--- config.mk ---
export PLATFORM = sky130hd
export DESIGN_NAME = ascon_rand_gen
export DESIGN_NICKNAME = d
export VERILOG_FILES = /design/src/rtl/ascon_params.sv /design/src/rtl/ascon_lfsr_lane.sv /design/src/rtl/ascon_rand_gen.sv
export SDC_FILE = /design/constraint.sdc
export NUM_CORES = 1
export LEC_CHECK = 0
export ABC_AREA = 1
export ABC_CLOCK_PERIOD_IN_PS = 2250
export BUFFER_PORTS_ARGS = -buffer_cell sky130_fd_sc_hd__buf_4
export CORE_UTILIZATION = 35
export CTS_CLUSTER_DIAMETER = 80
export DETAILED_ROUTE_END_ITERATION = 6
export SLEW_MARGIN = 20
export SYNTH_ARGS = -nofsm -noshare
export SYNTH_HDL_FRONTEND = slang
export SYNTH_HIERARCHICAL = 1
export SYNTH_SLANG_ARGS = --single-unit
--- constraint.sdc ---
create_clock -name clk_i -period 2.25 [get_ports clk_i]
set_input_delay 0 -clock clk_i [delete_from_list [all_inputs] [get_ports clk_i]]
set_output_delay 0 -clock clk_i [all_outputs]
set_load 0.1 [all_outputs]
--- src/rtl/ascon_params.sv ---
// ---------------------------------------------------------------------------
// ascon_params
// Shared constants for the masked Ascon randomness source.
//   MASK_ORDER / COL_SIZE / PAR : masking order and datapath shape. These set
//                                 how many fresh mask bits one round step uses.
//   RAND_WIDTH                  : mask bits per round step,
//                                 d*COL_SIZE*PAR + (d+1)*d/2.
//   LFSR_WIDTH / LFSR_POLY      : one lane is a 31-bit Fibonacci LFSR with
//                                 polynomial x^31 + x^28 + 1.
//   LFSR_TAPS                   : feedback tap mask derived from the polynomial.
//   NUM_LFSR                    : number of lanes needed to cover RAND_WIDTH.
//   rand_state_e                : controller states of the randomness source.
// ---------------------------------------------------------------------------
package ascon_params;

    localparam int MASK_ORDER = 2;
    localparam int COL_SIZE   = 5;
    localparam int PAR        = 22;

    localparam int RAND_WIDTH = MASK_ORDER * COL_SIZE * PAR
                              + ((MASK_ORDER + 1) * MASK_ORDER) / 2;

    localparam int LFSR_WIDTH = 31;

    // Bit n of the polynomial word is the coefficient of x^n.
    localparam logic [31:0] LFSR_POLY = 32'h9000_0001;

    // Term x^n taps state bit n-1. The constant x^0 term is implicit in the
    // shift, so the mask is the polynomial without its lowest bit. This gives
    // 31'h48000000, which selects bits 30 and 27.
    localparam logic [LFSR_WIDTH-1:0] LFSR_TAPS = LFSR_POLY[LFSR_WIDTH:1];

    localparam int NUM_LFSR = (RAND_WIDTH + LFSR_WIDTH - 1) / LFSR_WIDTH;

    typedef enum logic [1:0] {
        IDLE   = 2'd0,
        SEED   = 2'd1,
        WARMUP = 2'd2,
        RUN    = 2'd3
    } rand_state_e;

endpackage

--- src/rtl/ascon_lfsr_lane.sv ---
// ---------------------------------------------------------------------------
// ascon_lfsr_lane
// One Fibonacci LFSR lane of the randomness source.
// A single step is s' = {s[W-2:0], ^(s & TAPS)}.
// A block-advance applies W single steps in one cycle. After a block-advance,
// every bit of the lane comes from fresh feedback.
// A zero seed would lock the LFSR at zero. The lane therefore loads
// LANE_INDEX+1 in place of a zero seed.
//   clk_i, rst_i : clock, asynchronous active-high reset (lane cleared to 0)
//   load         : capture seed (with zero substitution)
//   seed         : seed value
//   advance      : perform one block-advance
//   lane         : current lane contents
// ---------------------------------------------------------------------------
module ascon_lfsr_lane
    import ascon_params::*;
#(
    parameter int               WIDTH      = LFSR_WIDTH,
    parameter logic [WIDTH-1:0] TAPS       = WIDTH'(LFSR_TAPS),
    parameter int               LANE_INDEX = 0
) (
    input  logic             clk_i,
    input  logic             rst_i,
    input  logic             load,
    input  logic [WIDTH-1:0] seed,
    input  logic             advance,
    output logic [WIDTH-1:0] lane
);

    localparam logic [WIDTH-1:0] ZERO_SUBST = WIDTH'(LANE_INDEX + 1);

    logic [WIDTH-1:0] lane_q;
    logic [WIDTH-1:0] lane_adv;
    logic [WIDTH-1:0] seed_fixed;

    // WIDTH single steps, fully unrolled into one combinational block.
    function automatic logic [WIDTH-1:0] block_advance(input logic [WIDTH-1:0] s);
        logic [WIDTH-1:0] v;
        v = s;
        for (int i = 0; i < WIDTH; i++) begin
            v = {v[WIDTH-2:0], ^(v & TAPS)};
        end
        return v;
    endfunction

    // Compute the next-block value and the zero-safe seed for this lane.
    always_comb begin
        lane_adv   = block_advance(lane_q);
        seed_fixed = (seed == '0) ? ZERO_SUBST : seed;
    end

    // Lane register. Load and advance are never requested in the same cycle.
    // If both were asserted, load would take priority.
    always_ff @(posedge clk_i or posedge rst_i) begin
        if (rst_i) begin
            lane_q <= '0;
        end else if (load) begin
            lane_q <= seed_fixed;
        end else if (advance) begin
            lane_q <= lane_adv;
        end
    end

    assign lane = lane_q;

endmodule

--- src/rtl/ascon_rand_gen.sv ---
// ---------------------------------------------------------------------------
// ascon_rand_gen
// Fresh-randomness source for the masked Ascon permutation core.
// The source holds NUM_LFSR lanes of LFSR_WIDTH-bit LFSRs. It loads them one
// seed beat at a time, runs WARMUP_BLOCKS block-advances, and then presents
// RAND_WIDTH bits per cycle on a valid/ready interface. Each accepted word is
// replaced by an entirely new word on the following cycle.
//   clk_i, rst_i              : clock, asynchronous active-high reset
//   seed_i, seed_valid_i      : seed beat for lane k
//   seed_ready_o              : seed beats accepted (SEED state)
//   reseed_i                  : pulse that restarts seeding from lane 0
//   rnd_o, rnd_valid_o        : mask randomness and its valid flag
//   rnd_ready_i               : consumer takes rnd_o
// ---------------------------------------------------------------------------
module ascon_rand_gen
    import ascon_params::*;
#(
    parameter int RAND_WIDTH    = ascon_params::RAND_WIDTH,
    parameter int LFSR_WIDTH    = ascon_params::LFSR_WIDTH,
    parameter int NUM_LFSR      = (RAND_WIDTH + LFSR_WIDTH - 1) / LFSR_WIDTH,
    parameter int WARMUP_BLOCKS = 4
) (
    input  logic                  clk_i,
    input  logic                  rst_i,
    input  logic [LFSR_WIDTH-1:0] seed_i,
    input  logic                  seed_valid_i,
    output logic                  seed_ready_o,
    input  logic                  reseed_i,
    output logic [RAND_WIDTH-1:0] rnd_o,
    output logic                  rnd_valid_o,
    input  logic                  rnd_ready_i
);

    localparam int KW = (NUM_LFSR > 1) ? $clog2(NUM_LFSR) : 1;
    localparam int WW = (WARMUP_BLOCKS > 1) ? $clog2(WARMUP_BLOCKS) : 1;

    localparam logic [KW-1:0] K_LAST    = KW'(NUM_LFSR - 1);
    localparam logic [WW-1:0] WARM_LAST = WW'(WARMUP_BLOCKS - 1);
    localparam int            FLAT_W    = NUM_LFSR * LFSR_WIDTH;

    rand_state_e state_q, state_d;
    logic [KW-1:0] k_q, k_d;
    logic [WW-1:0] warm_q, warm_d;

    logic                seed_accept;
    logic                advance_all;
    logic [NUM_LFSR-1:0] lane_load;
    logic [FLAT_W-1:0]   lanes_flat;

    // Controller state, seed beat counter and warm-up counter.
    always_ff @(posedge clk_i or posedge rst_i) begin
        if (rst_i) begin
            state_q <= IDLE;
            k_q     <= '0;
            warm_q  <= '0;
        end else begin
            state_q <= state_d;
            k_q     <= k_d;
            warm_q  <= warm_d;
        end
    end

    // Next-state logic and the strobes decoded from the registered state.
    // A reseed pulse outside IDLE overrides the normal transition.
    // In SEED, the pulse also discards the beat that arrives with it.
    // In RUN, a handshake in the same cycle still advances the lanes,
    // so that word counts as consumed.
    always_comb begin
        state_d      = state_q;
        k_d          = k_q;
        warm_d       = warm_q;
        seed_ready_o = 1'b0;
        rnd_valid_o  = 1'b0;
        seed_accept  = 1'b0;
        advance_all  = 1'b0;

        unique case (state_q)
            IDLE: begin
                state_d = SEED;
                k_d     = '0;
            end
            SEED: begin
                seed_ready_o = 1'b1;
                if (seed_valid_i) begin
                    seed_accept = !reseed_i;
                    if (k_q == K_LAST) begin
                        k_d     = '0;
                        warm_d  = '0;
                        state_d = (WARMUP_BLOCKS == 0) ? RUN : WARMUP;
                    end else begin
                        k_d = k_q + 1'b1;
                    end
                end
            end
            WARMUP: begin
                advance_all = 1'b1;
                if (warm_q == WARM_LAST) begin
                    state_d = RUN;
                end else begin
                    warm_d = warm_q + 1'b1;
                end
            end
            RUN: begin
                rnd_valid_o = 1'b1;
                advance_all = rnd_ready_i;
            end
            default: begin
                state_d = IDLE;
            end
        endcase

        if (reseed_i && (state_q != IDLE)) begin
            state_d = SEED;
            k_d     = '0;
        end
    end

    // Lane bank. Lane i sits at bits [i*LFSR_WIDTH +: LFSR_WIDTH] of the word,
    // so lane 0 drives the least significant bits.
    for (genvar i = 0; i < NUM_LFSR; i++) begin : gen_lane
        assign lane_load[i] = seed_accept && (k_q == KW'(i));

        ascon_lfsr_lane #(
            .WIDTH      (LFSR_WIDTH),
            .TAPS       (LFSR_WIDTH'(LFSR_TAPS)),
            .LANE_INDEX (i)
        ) u_lane (
            .clk_i   (clk_i),
            .rst_i   (rst_i),
            .load    (lane_load[i]),
            .seed    (seed_i),
            .advance (advance_all),
            .lane    (lanes_flat[i*LFSR_WIDTH +: LFSR_WIDTH])
        );
    end

    assign rnd_o = lanes_flat[RAND_WIDTH-1:0];

    // The top lane is only partly exposed. Its upper bits keep running
    // but never reach the output.
    if (FLAT_W > RAND_WIDTH) begin : gen_trunc
        logic lanes_unused;
        assign lanes_unused = ^lanes_flat[FLAT_W-1:RAND_WIDTH];
    end

endmodule

==> results of run 1 <==
==> placed cells by master, fill, tap and decap left out, types with 35 or more instances in the layout <==
master | synthesis | final
a21oi_1 | 229 | 229
dlygate4sd3_1 | 0 | 35
o211ai_1 | 164 | 164
buf_4 | 12 | 299
nor2_1 | 510 | 508
o21ai_0 | 121 | 121
inv_1 | 243 | 241
nand2_1 | 208 | 206
nor3_2 | 83 | 88
nor3_1 | 59 | 53
dfrtp_1 | 255 | 254
==> metrics by stage <==
stage	worst slack, ns	hold slack [ns]	setup TNS (ns)	util [%]
2_1_floorplan	0.0112	-0.197	0	-
3_3_place_gp	0.0399	0.0810	0	41.1
3_5_place_dp	-0.0189	0.0889	-0.0387	41.1
4_1_cts	0.0340	0.0203	0	44.0
5_1_grt	0.00386	0.0545	0	44.4
6_report	0.136	0.0265	0	44.4
==> cells by family (layout without fill, tap and decap cells) <==
group	Yosys count	count (layout)	synth area share, %
other cells	0	2	0
compound gates	606	606	22.4
buf+inv	358	662	11.3
fa+ha+maj	13	13	1.00
flops	255	255	39.2
xor+xnor	14	14	0.754
simple gates	900	901	25.3
==> path summary, 6_finish.rpt <==
kind	slack (ns)	end	cells past startpoint
setup / recovery	0.14	gen_lane[7].u_lane/lane[26]	10
hold / removal	0.03	k_q[0]	3
setup reg to reg	0.14	gen_lane[7].u_lane/lane[26]	10
hold reg to reg	0.54	warm_q[1]	2
max in group asynchronous	1.55	gen_lane[7].u_lane/lane[22]	4
min in group clk_i	0.14	gen_lane[0].u_lane/lane[29]	5
==> critical path: cells and delay by family, from the launching register on <==
family / cells / cell delay, ns
AO/OA/AOI/OAI: 3 / 0.47
adder cells (fa/ha/maj): 1 / 0.18
buffers and inverters: 3 / 0.65
flip-flops: 1 / 0.44
AND/OR/NAND/NOR: 3 / 0.27
==> area by class of cell <==
| cell class | count | area [µm²] |
|---|---|---|
| fillers | 4520 | 25300 |
| multi-input cells | 1534 | 8170 |
| flip-flops and latches | 255 | 6380 |
| repair buffers | 351 | 2910 |
| inverters | 259 | 1040 |
| clock buffers | 44 | 885 |
| well taps | 600 | 751 |
| clock inverters | 8 | 98.8 |
| diodes | 2 | 5.00 |
==> sequential cells by signal (all words and copies together) (netlist names) <==
register,cells
state_q,2
warm_q,2
k_q,3
gen_lane.u_lane/lane,248
==> routing by layer <==
layer  up-vias  part of all wire (%)  GRT usage [%]  routed length [µm]
met5         -                     0              0                   0
li1       7776                     -              -                   -
met4         0                   3.2           7.96                1970
met2       570                    46           40.8               28300
met1      7887                    43           34.4               26400
met3       134                   7.3           4.30                4500
==> repair_timing <==
action / 4_1_cts / 5_1_grt
resized for setup: 1 / 23
setup endpoints to repair: 13 / 142
hold endpoints to repair: 480 / 0
hold buffers: 35 / 0
cloned: 0 / 1
pin swaps: 0 / 3
setup buffers: 0 / 10
==> run_results.csv, run 1 <==
group,metric,value,unit
timing,fin_skew,0.0280,ns
detailed_routing,drt_iter0_markers,1297,
synth,netlist-cell-type-count,42,
synth,synth_ff_type,"dfrtp_1",
clock_network,max-clock-path-buffers,3,
placement,dp_hpwl,37300,µm
synth,yosys.area.top_type,"dfrtp_1",
finish,final_cells,3053,
finish,drive_above_1_share,20.7,%
detailed_routing,drc,0,
synth,postSynthNetCount,2195,
timing,rsz0062_at_grt,"false",
clock_network,clk_pin_slew,0.06,ns
floorplan,die-area,47300,µm²
setup_path,start_kind,"flip-flop",
global_route,grt_pass1_wl,92200,µm
global_route,grtUsageTotal,25.3,%
setup_path,worstSetupPathType,"reg2reg",
clock_network,htreeDepth,1,
floorplan,die_h,218,µm
timing,finalSetupViolCount,0,
placement,placed_cells,2953,
finish,syn2layout_area_growth,24.4,%
setup_path,crit_required,2.74,ns
synth,synth_area_leaders,"dfrtp_1 (39%), nor2_1 (12%), o211ai_1 (7.6%)",
setup_path,cp_common_cell,"inv_1",
run,maxCapViolCount,0,
setup_path,cpPeakStageDelay,0.44,ns
setup_path,reg2reg_from,"state_q[0]",
synth,synth_edf_count,0,
placement,port_buffers,260,
floorplan,die_width,218,µm
detailed_routing,wire_per_inst,20.0,µm
timing,tightest_slew,0.603,ns
timing,fin_crit_sh,94.0,%
setup_path,worstPathArrival,2.60,ns
synth,synthTopCellsByCount,"nor2_1 (510), dfrtp_1 (255), inv_1 (243), a21oi_1 (229), nand2_1 (208)",
synth,synth_area,16300,µm²
clock_network,clk-insertion-delay-late,0.59,ns
run_status,status,"completed",
setup_path,startpoint,"state_q[0]",
finish,layout.nets,2481,
timing,timing.fmax,473,MHz
timing,fin_crit,2.11,ns
detailed_routing,routed-via-count,16400,
floorplan,row_count,78,
synth,ys_ff_latch,255,
floorplan,start_util,35.7,%
setup_path,crit_path_cell_trace,"ha_4 -> inv_1 -> nor2_2 -> nand2_2 -> buf_4 -> nor2_4 -> inv_1 -> o21ai_0 -> a21o_1 -> a31oi_2",
synth,seq_area_frac_synth,39.2,%
min_path,min_path_type,"in2async",
clock_network,cts_buffers,31,
setup_path,cp_max_fo,16,
detailed_routing,routed_wl,61200,µm
global_route,grt_start_max_net_pins,60,
global_route,grt_pass1_vias,15200,
setup_path,cp-end-kind,"flip-flop",
clock_network,cts_tree,"built",
synth,synth_top_area_share,39.2,%
global_route,antenna_found_initial,2,
floorplan,ios,261,
synth,synth.most_common_cell,"nor2_1",
synth,async_reset_ff_share,100,%
detailed_routing,ant_nets,0,
detailed_routing,dr.pass1.iters,5,
timing,slew_headroom,59.8,%
global_route,grt_overflow_total,0,
finish,stdcell_area,20200,µm²
synth,avgSynthCellArea,7.58,µm²
timing,hold_viol,0,
synth,syn_inst,2146,
detailed_routing,viasPerCell,5.36,
synth,yosys_warnings,6,
placement,routabilityCongestion,0.812,
setup_path,slowest_stage,"dfrtp_2",
placement,place_area,18700,µm²
clock_network,cts.sinks,255,
timing,finalMaxSlewViolations,0,
clock_network,clockRootBuffer,"clkbuf_16",
floorplan,core,45600,µm²
Power of run 1 is left out: the tool's default activity adds up to more than one toggle a clock period on the data nets, which glitch-free logic cannot reach.
==> run 2, diff against run 1 <==
- ABC_AREA: 1 -> unset
- CELL_PAD_IN_SITES_DETAIL_PLACEMENT: unset -> 1
- CELL_PAD_IN_SITES_GLOBAL_PLACEMENT: unset -> 1
- PLACE_DENSITY_LB_ADDON: unset -> 0.1
==> run 2 against run 1 <==
  * Clock skew down 0.013 ns
  * Synthesized cell count down 30%
  * Die area fell by 17%
  * Core utilization grew 2.2 points
==> run_results.csv, run 2 <==
group,metric,value,unit
run_status,status,"completed",
finish,multi_input_area,6710,µm²
synth,async_reset_ff_share,100,%
detailed_routing,viasPerCell,5.18,
timing,finalMaxSlewViolations,0,
finish,largest_reg_flops,248,
floorplan,die_h,198,µm
global_route,grt_overflow_total,0,
synth,synth_top_area_share,47.2,%
setup_path,cp_top_family,"simple AND/OR/NAND/NOR gates",
synth,syn_inst,1511,
setup_path,critPathBufInv,2,
detailed_routing,wire_per_inst,22.6,µm
placement,port_buffers,260,
run,maxCapViolCount,0,
clock_network,cts_buffers,34,
finish,final_cell_mix,"nand2_1 (489), buf_4 (279), xor2_1 (259), dfrtp_1 (255), o21ai_1 (133)",
detailed_routing,routed_wl,52500,µm
setup_path,crit_path_cell_trace,"inv_1 -> ha_2 -> and2_1 -> and3_2 -> buf_4 -> nand2_1 -> o21ai_1",
synth,yosys_warnings,6,
timing,fin_skew,0.0151,ns
floorplan,core,37800,µm²
timing,finalSetupViolCount,0,
setup_path,crit_required,2.67,ns
clock_network,cts_tree,"built",
floorplan,start_util,35.7,%
floorplan,row_count,71,
placement,dp_hpwl,31500,µm
clock_network,cts.sinks,255,
timing,timing.fmax,483,MHz
setup_path,cp_max_fo,19,
detailed_routing,drt_iter0_markers,705,
clock_network,clockRootBuffer,"clkbuf_16",
global_route,grt_start_max_net_pins,63,
setup_path,r2r_cells,7,
floorplan,ios,261,
clock_network,clk_pin_slew,0.06,ns
timing,fin_crit_sh,92.1,%
setup_path,worstSetupPathType,"reg2reg",
min_path,min-delay-start,"seed_valid_i",
setup_path,crit_cells,7,
finish,fillerInstances,4429,
setup_path,start_kind,"flip-flop",
synth,synth.most_common_cell,"nand2_1",
detailed_routing,routed-via-count,12000,
finish,num_antenna_cells,0,
synth,synth_area,13500,µm²
min_path,hold_depth,5,
floorplan,die-area,39400,µm²
min_path,hold_end,"state_q[0]",
synth,synthTopCellsByCount,"nand2_1 (489), xor2_1 (259), dfrtp_1 (255), o21ai_1 (133), o21ai_0 (110)",
timing,hold_viol,0,
setup_path,rrSetupSlack,0.18,ns
detailed_routing,dr.pass1.iters,4,
global_route,grt_pass1_vias,12300,
setup_path,cpPeakStageDelay,0.45,ns
min_path,min_path_type,"in2reg",
floorplan,die_width,198,µm
timing,slew_headroom,61.2,%
clock_network,max-clock-path-buffers,3,
synth,ys_ff_latch,255,
setup_path,cp-end-kind,"flip-flop",
global_route,antenna_found_initial,1,
synth,postSynthNetCount,1560,
clock_network,htreeDepth,2,
synth,avgSynthCellArea,8.94,µm²
timing,timing.hold.ws,0.0543,ns
placement,placed_cells,2234,
timing,tightest_slew,0.581,ns
synth,netlist-cell-type-count,34,
finish,syn2layout_area_growth,30.7,%
setup_path,worstPathArrival,2.49,ns
finish,layout.nets,1841,
finish,seq_area,6380,µm²
synth,synth_ff_type,"dfrtp_1",
finish,drive_above_1_share,21.5,%
global_route,grt_pass1_wl,79100,µm
setup_path,reg2reg_from,"state_q[1]",
synth,synth_area_leaders,"dfrtp_1 (47%), xor2_1 (17%), nand2_1 (14%)",
global_route,grtUsageTotal,27.0,%
finish,layout_commonest_cell,"nand2_1",
timing,rsz0062_at_grt,"false",
detailed_routing,drc,0,
clock_network,clk-insertion-delay-late,0.51,ns
setup_path,slowest_stage,"dfrtp_1",
synth,synth_edf_count,0,
synth,seq_area_frac_synth,47.2,%
setup_path,reg2reg_to,"gen_lane[1].u_lane/lane[24]",
detailed_routing,ant_nets,0,
timing,fin_setup_tns,0,ns
timing,fin_crit,2.07,ns
finish,final_cells,2325,
placement,routabilityCongestion,0.784,
synth,yosys.area.top_type,"dfrtp_1",
-- run 2: cell types whose count changed in the layout (fill, tap and decap cells not counted), sizes merged, moves of 14 or more --
cell,change
nor3,-134
a31oi,-39
nor2,-502
a211oi,-14
nand2,+268
inv,-243
xor2,+245
buf,-24
a21oi,-227
o211ai,-169
nor4,+56
o21ai,+104
-- run 2: worst max-delay path by stage --
stage / from / end / slack (ns)
6_report: state_q[1] / gen_lane[1].u_lane/lane[24] / 0.18
3_3_place_gp: state_q[0] / gen_lane[5].u_lane/lane[16] / 0.22
2_1_floorplan: state_q[1] / gen_lane[6].u_lane/lane[10] / 0.03
3_5_place_dp: state_q[0] / gen_lane[5].u_lane/lane[18] / 0.10
5_1_grt: state_q[1] / gen_lane[1].u_lane/lane[24] / 0.04
4_1_cts: state_q[0] / gen_lane[5].u_lane/lane[23] / 0.13
-- run 2: kinds of logic (layout without fill, tap and decap cells) --
| group | after synthesis | after routing | synth area share [%] |
|---|---|---|---|
| adder cells (fa/ha/maj) | 13 | 13 | 1.20 |
| multiplexers | 3 | 3 | 0.259 |
| AO/OA/AOI/OAI | 261 | 261 | 10.2 |
| XOR/XNOR | 272 | 272 | 17.6 |
| buffers and inverters | 95 | 398 | 3.37 |
| flip-flops | 255 | 255 | 47.2 |
| AND/OR/NAND/NOR | 612 | 612 | 20.1 |
-- run 2: stage by stage --
stage	cell area (µm²)	utilization [%]	setup slack [ns]
detailed placement	16100	42.6	0.103
global route	17700	46.6	0.0367
floorplan	13500	-	0.0315
CTS	17600	46.6	0.132
finish	17700	46.6	0.179
global placement	16100	42.6	0.220
-- run 2: layout make-up --
| type | count | area share, % |
|---|---|---|
| clock buffer | 52 | 6.13 |
| clock inverter | 6 | 0.617 |
| inverter | 15 | 0.319 |
| multi-input combinational | 1161 | 38.0 |
| sequential | 255 | 36.1 |
| tap | 511 | 3.62 |
| timing repair buffer | 325 | 15.2 |
-- run 2: tightest hold or removal path, stage by stage --
cell and delay (ns):
buf_4 0.12, nand2_1 0.06, a21oi_1 0.10, o21ai_0 0.16
a21oi_1 0.07
-- run 2: per-layer routing --
layer	global-route usage (%)	wire length [µm]	vias to the layer above
met5	0	13	-
met4	8.09	1460	2
met3	5.14	3430	101
met2	43.3	24400	379
met1	36.8	23300	6040
li1	-	-	5511
-- run 2: repair_timing --
item / 4_1_cts / 5_1_grt
endpoints found under the setup margin: 0 / 4
endpoints found under the hold margin: 476 / 0
resized for setup: 0 / 2
setup buffers: 0 / 0
hold buffers: 33 / 0
Power of run 2 is left out for the same reason.
==> run 3, diff against run 2 <==
- CORE_MARGIN: unset -> 2
- SYNTH_HIERARCHICAL: 1 -> unset
==> run 3 against run 2 <==
  * Highest routed layer is now met4
  * Synthesized cell count decreased by 3.5%
  * Maximum frequency increased by 0.86%
  * Critical endpoint is now gen_lane[2].u_lane.lane[0]
  * Core utilization decreased by 0.51 points
  * Cell count decreased by 6.0%
==> run_results.csv, run 3 <==
group,metric,value,unit
setup_path,critPathBufInv,2,
detailed_routing,ant_nets,0,
global_route,grt_start_max_net_pins,63,
setup_path,crit_required,2.67,ns
floorplan,die-area,38700,µm²
timing,fin_skew,0.0198,ns
clock_network,max-clock-path-buffers,3,
finish,multi_input_area,6110,µm²
timing,fin_crit_sh,91.3,%
global_route,grt_pass1_vias,11200,
floorplan,row_count,70,
global_route,grt_overflow_total,0,
finish,layout.nets,1743,
synth,seq_area_frac_synth,49.1,%
finish,drive_above_1_share,20.8,%
clock_network,cts.sinks,255,
detailed_routing,viasPerCell,5.00,
global_route,grt_pass1_wl,72400,µm
clock_network,clk-insertion-delay-late,0.51,ns
finish,num_antenna_cells,0,
synth,async_reset_ff_share,100,%
setup_path,worstSetupPathType,"reg2reg",
setup_path,cpPeakStageDelay,0.49,ns
setup_path,worstPathArrival,2.47,ns
finish,largest_reg_flops,248,
timing,rsz0062_at_grt,"false",
clock_network,cts_resized,0,
synth,synth_area,13000,µm²
finish,final_cell_mix,"xor2_1 (272), buf_4 (267), nand2_1 (256), dfrtp_1 (255), nor2_1 (249)",
run_status,status,"completed",
finish,fillerInstances,4263,
detailed_routing,routed_wl,48400,µm
finish,seq_area,6380,µm²
timing,timing.fmax,487,MHz
clock_network,cts_tree,"built",
run,maxCapViolCount,0,
detailed_routing,routed-via-count,10900,
synth,postSynthNetCount,1506,
synth,synth_ff_type,"dfrtp_1",
placement,port_buffers,260,
synth,avgSynthCellArea,8.92,µm²
timing,slew_headroom,53.1,%
timing,fin_crit,2.05,ns
timing,finalSetupViolCount,0,
clock_network,clk_pin_slew,0.06,ns
setup_path,cp-end-kind,"flip-flop",
floorplan,core,36600,µm²
detailed_routing,wire_per_inst,22.2,µm
setup_path,cp_max_fo,53,
global_route,grtUsageTotal,25.1,%
floorplan,die_width,197,µm
finish,utilization,46.1,%
synth,yosys.area.top_type,"dfrtp_1",
detailed_routing,dr.pass1.iters,5,
clock_network,htreeDepth,2,
floorplan,start_util,35.5,%
finish,syn2layout_area_growth,29.9,%
timing,hold_viol,0,
synth,ys_ff_latch,255,
timing,finalMaxSlewViolations,0,
setup_path,start_kind,"flip-flop",
clock_network,cts_buffers,34,
clock_network,cts_setup_buffers,0,
synth,synth_top_area_share,49.1,%
min_path,min_path_type,"in2reg",
placement,routabilityCongestion,0.791,
synth,synth.most_common_cell,"xor2_1",
setup_path,cp_top_family,"compound AO/OA/AOI/OAI gates",
clock_network,clockRootBuffer,"clkbuf_16",
setup_path,slowest_stage,"dfrtp_1",
placement,dp_hpwl,30600,µm
synth,synth_area_leaders,"dfrtp_1 (49%), xor2_1 (18%), a21oi_1 (9.1%)",
synth,yosys_warnings,0,
detailed_routing,drc,0,
timing,tightest_slew,0.702,ns
synth,syn_inst,1458,
synth,synth_edf_count,0,
floorplan,ios,261,
detailed_routing,drt_iter0_markers,607,
finish,layout_commonest_cell,"xor2_1",
global_route,antenna_found_initial,0,
synth,netlist-cell-type-count,35,
setup_path,crit_path_cell_trace,"inv_1 -> ha_1 -> a21o_4 -> buf_12 -> nand2_1 -> xor2_1 -> a22oi_2",
floorplan,die_h,197,µm
synth,synthTopCellsByCount,"xor2_1 (272), nand2_1 (261), dfrtp_1 (255), nor2_1 (249), a21oi_1 (237)",
[run 3: final timing paths]
| check | endpoint | slack (ns) | cells after the start | start |
|---|---|---|---|---|
| max | gen_lane[2].u_lane.lane[0] | 0.20 | 7 | state_q[0] |
| min | gen_lane[1].u_lane.lane[26] | 0.05 | 4 | seed_i[26] |
| max reg2reg | gen_lane[2].u_lane.lane[0] | 0.20 | 7 | state_q[0] |
| min reg2reg | warm_q[1] | 0.51 | 2 | warm_q[1] |
| max in group asynchronous | gen_lane[5].u_lane.lane[15] | 1.21 | 4 | rst_i |
| min in group asynchronous | gen_lane[7].u_lane.lane[11] | 0.17 | 3 | rst_i |
[run 3: timing repair]
item,in CTS,in global routing
endpoints found under the hold margin,260,0
endpoints found under the setup margin,0,1
hold buffers,34,0
[run 3: kinds of logic after synthesis]
kind of cell	share of synthesized area, %
AO/OA/AOI/OAI	10.9
adder cells (fa/ha/maj)	1.15
XOR/XNOR	18.3
buffers and inverters	4.42
multiplexers	0.164
AND/OR/NAND/NOR	16.0
flip-flops	49.1
[run 3: worst reg2reg max path: cells and delay by family (launching register included)]
kind	cells	cell delay (ns)
xor gates and xnor gates	1	0.16
AOI/OAI and AO/OA	2	0.50
buffers and inverters	2	0.44
adders and majority gates	1	0.25
and+or+nand+nor	1	0.13
DFF	1	0.49
[run 3: area by class of cell]
class	count	area share, %
clock buffers	53	5.94
inverters	7	0.178
repair buffers	318	16.0
multi-input cells	1079	36.2
flip-flops and latches	255	37.8
clock inverters	6	0.519
well taps	468	3.47
[run 3: routing by layer]
metal | GRT usage (%) | vias to the layer above | share of wire (%)
met5 | 0 | - | 0
met1 | 34.4 | 5506 | 45
met3 | 5.30 | 60 | 5.6
li1 | - | 5106 | -
met4 | 6.21 | 0 | 2.3
met2 | 40.7 | 259 | 47
[run 3: per-stage QoR]
stage	hold WS, ns	std cells	setup WS (ns)	instance area [µm²]	TNS [ns]
finish	0.0516	2186	0.196	16900	0
global route	0.0504	2186	0.0429	16900	0
CTS	0.0274	2187	0.0319	16900	0
detailed placement	0.151	2094	0.216	15500	0
global placement	0.157	2094	0.257	15500	0
floorplan	0.0957	1458	-1.11	13000	-282.45
Power of run 3 is left out for the same reason.
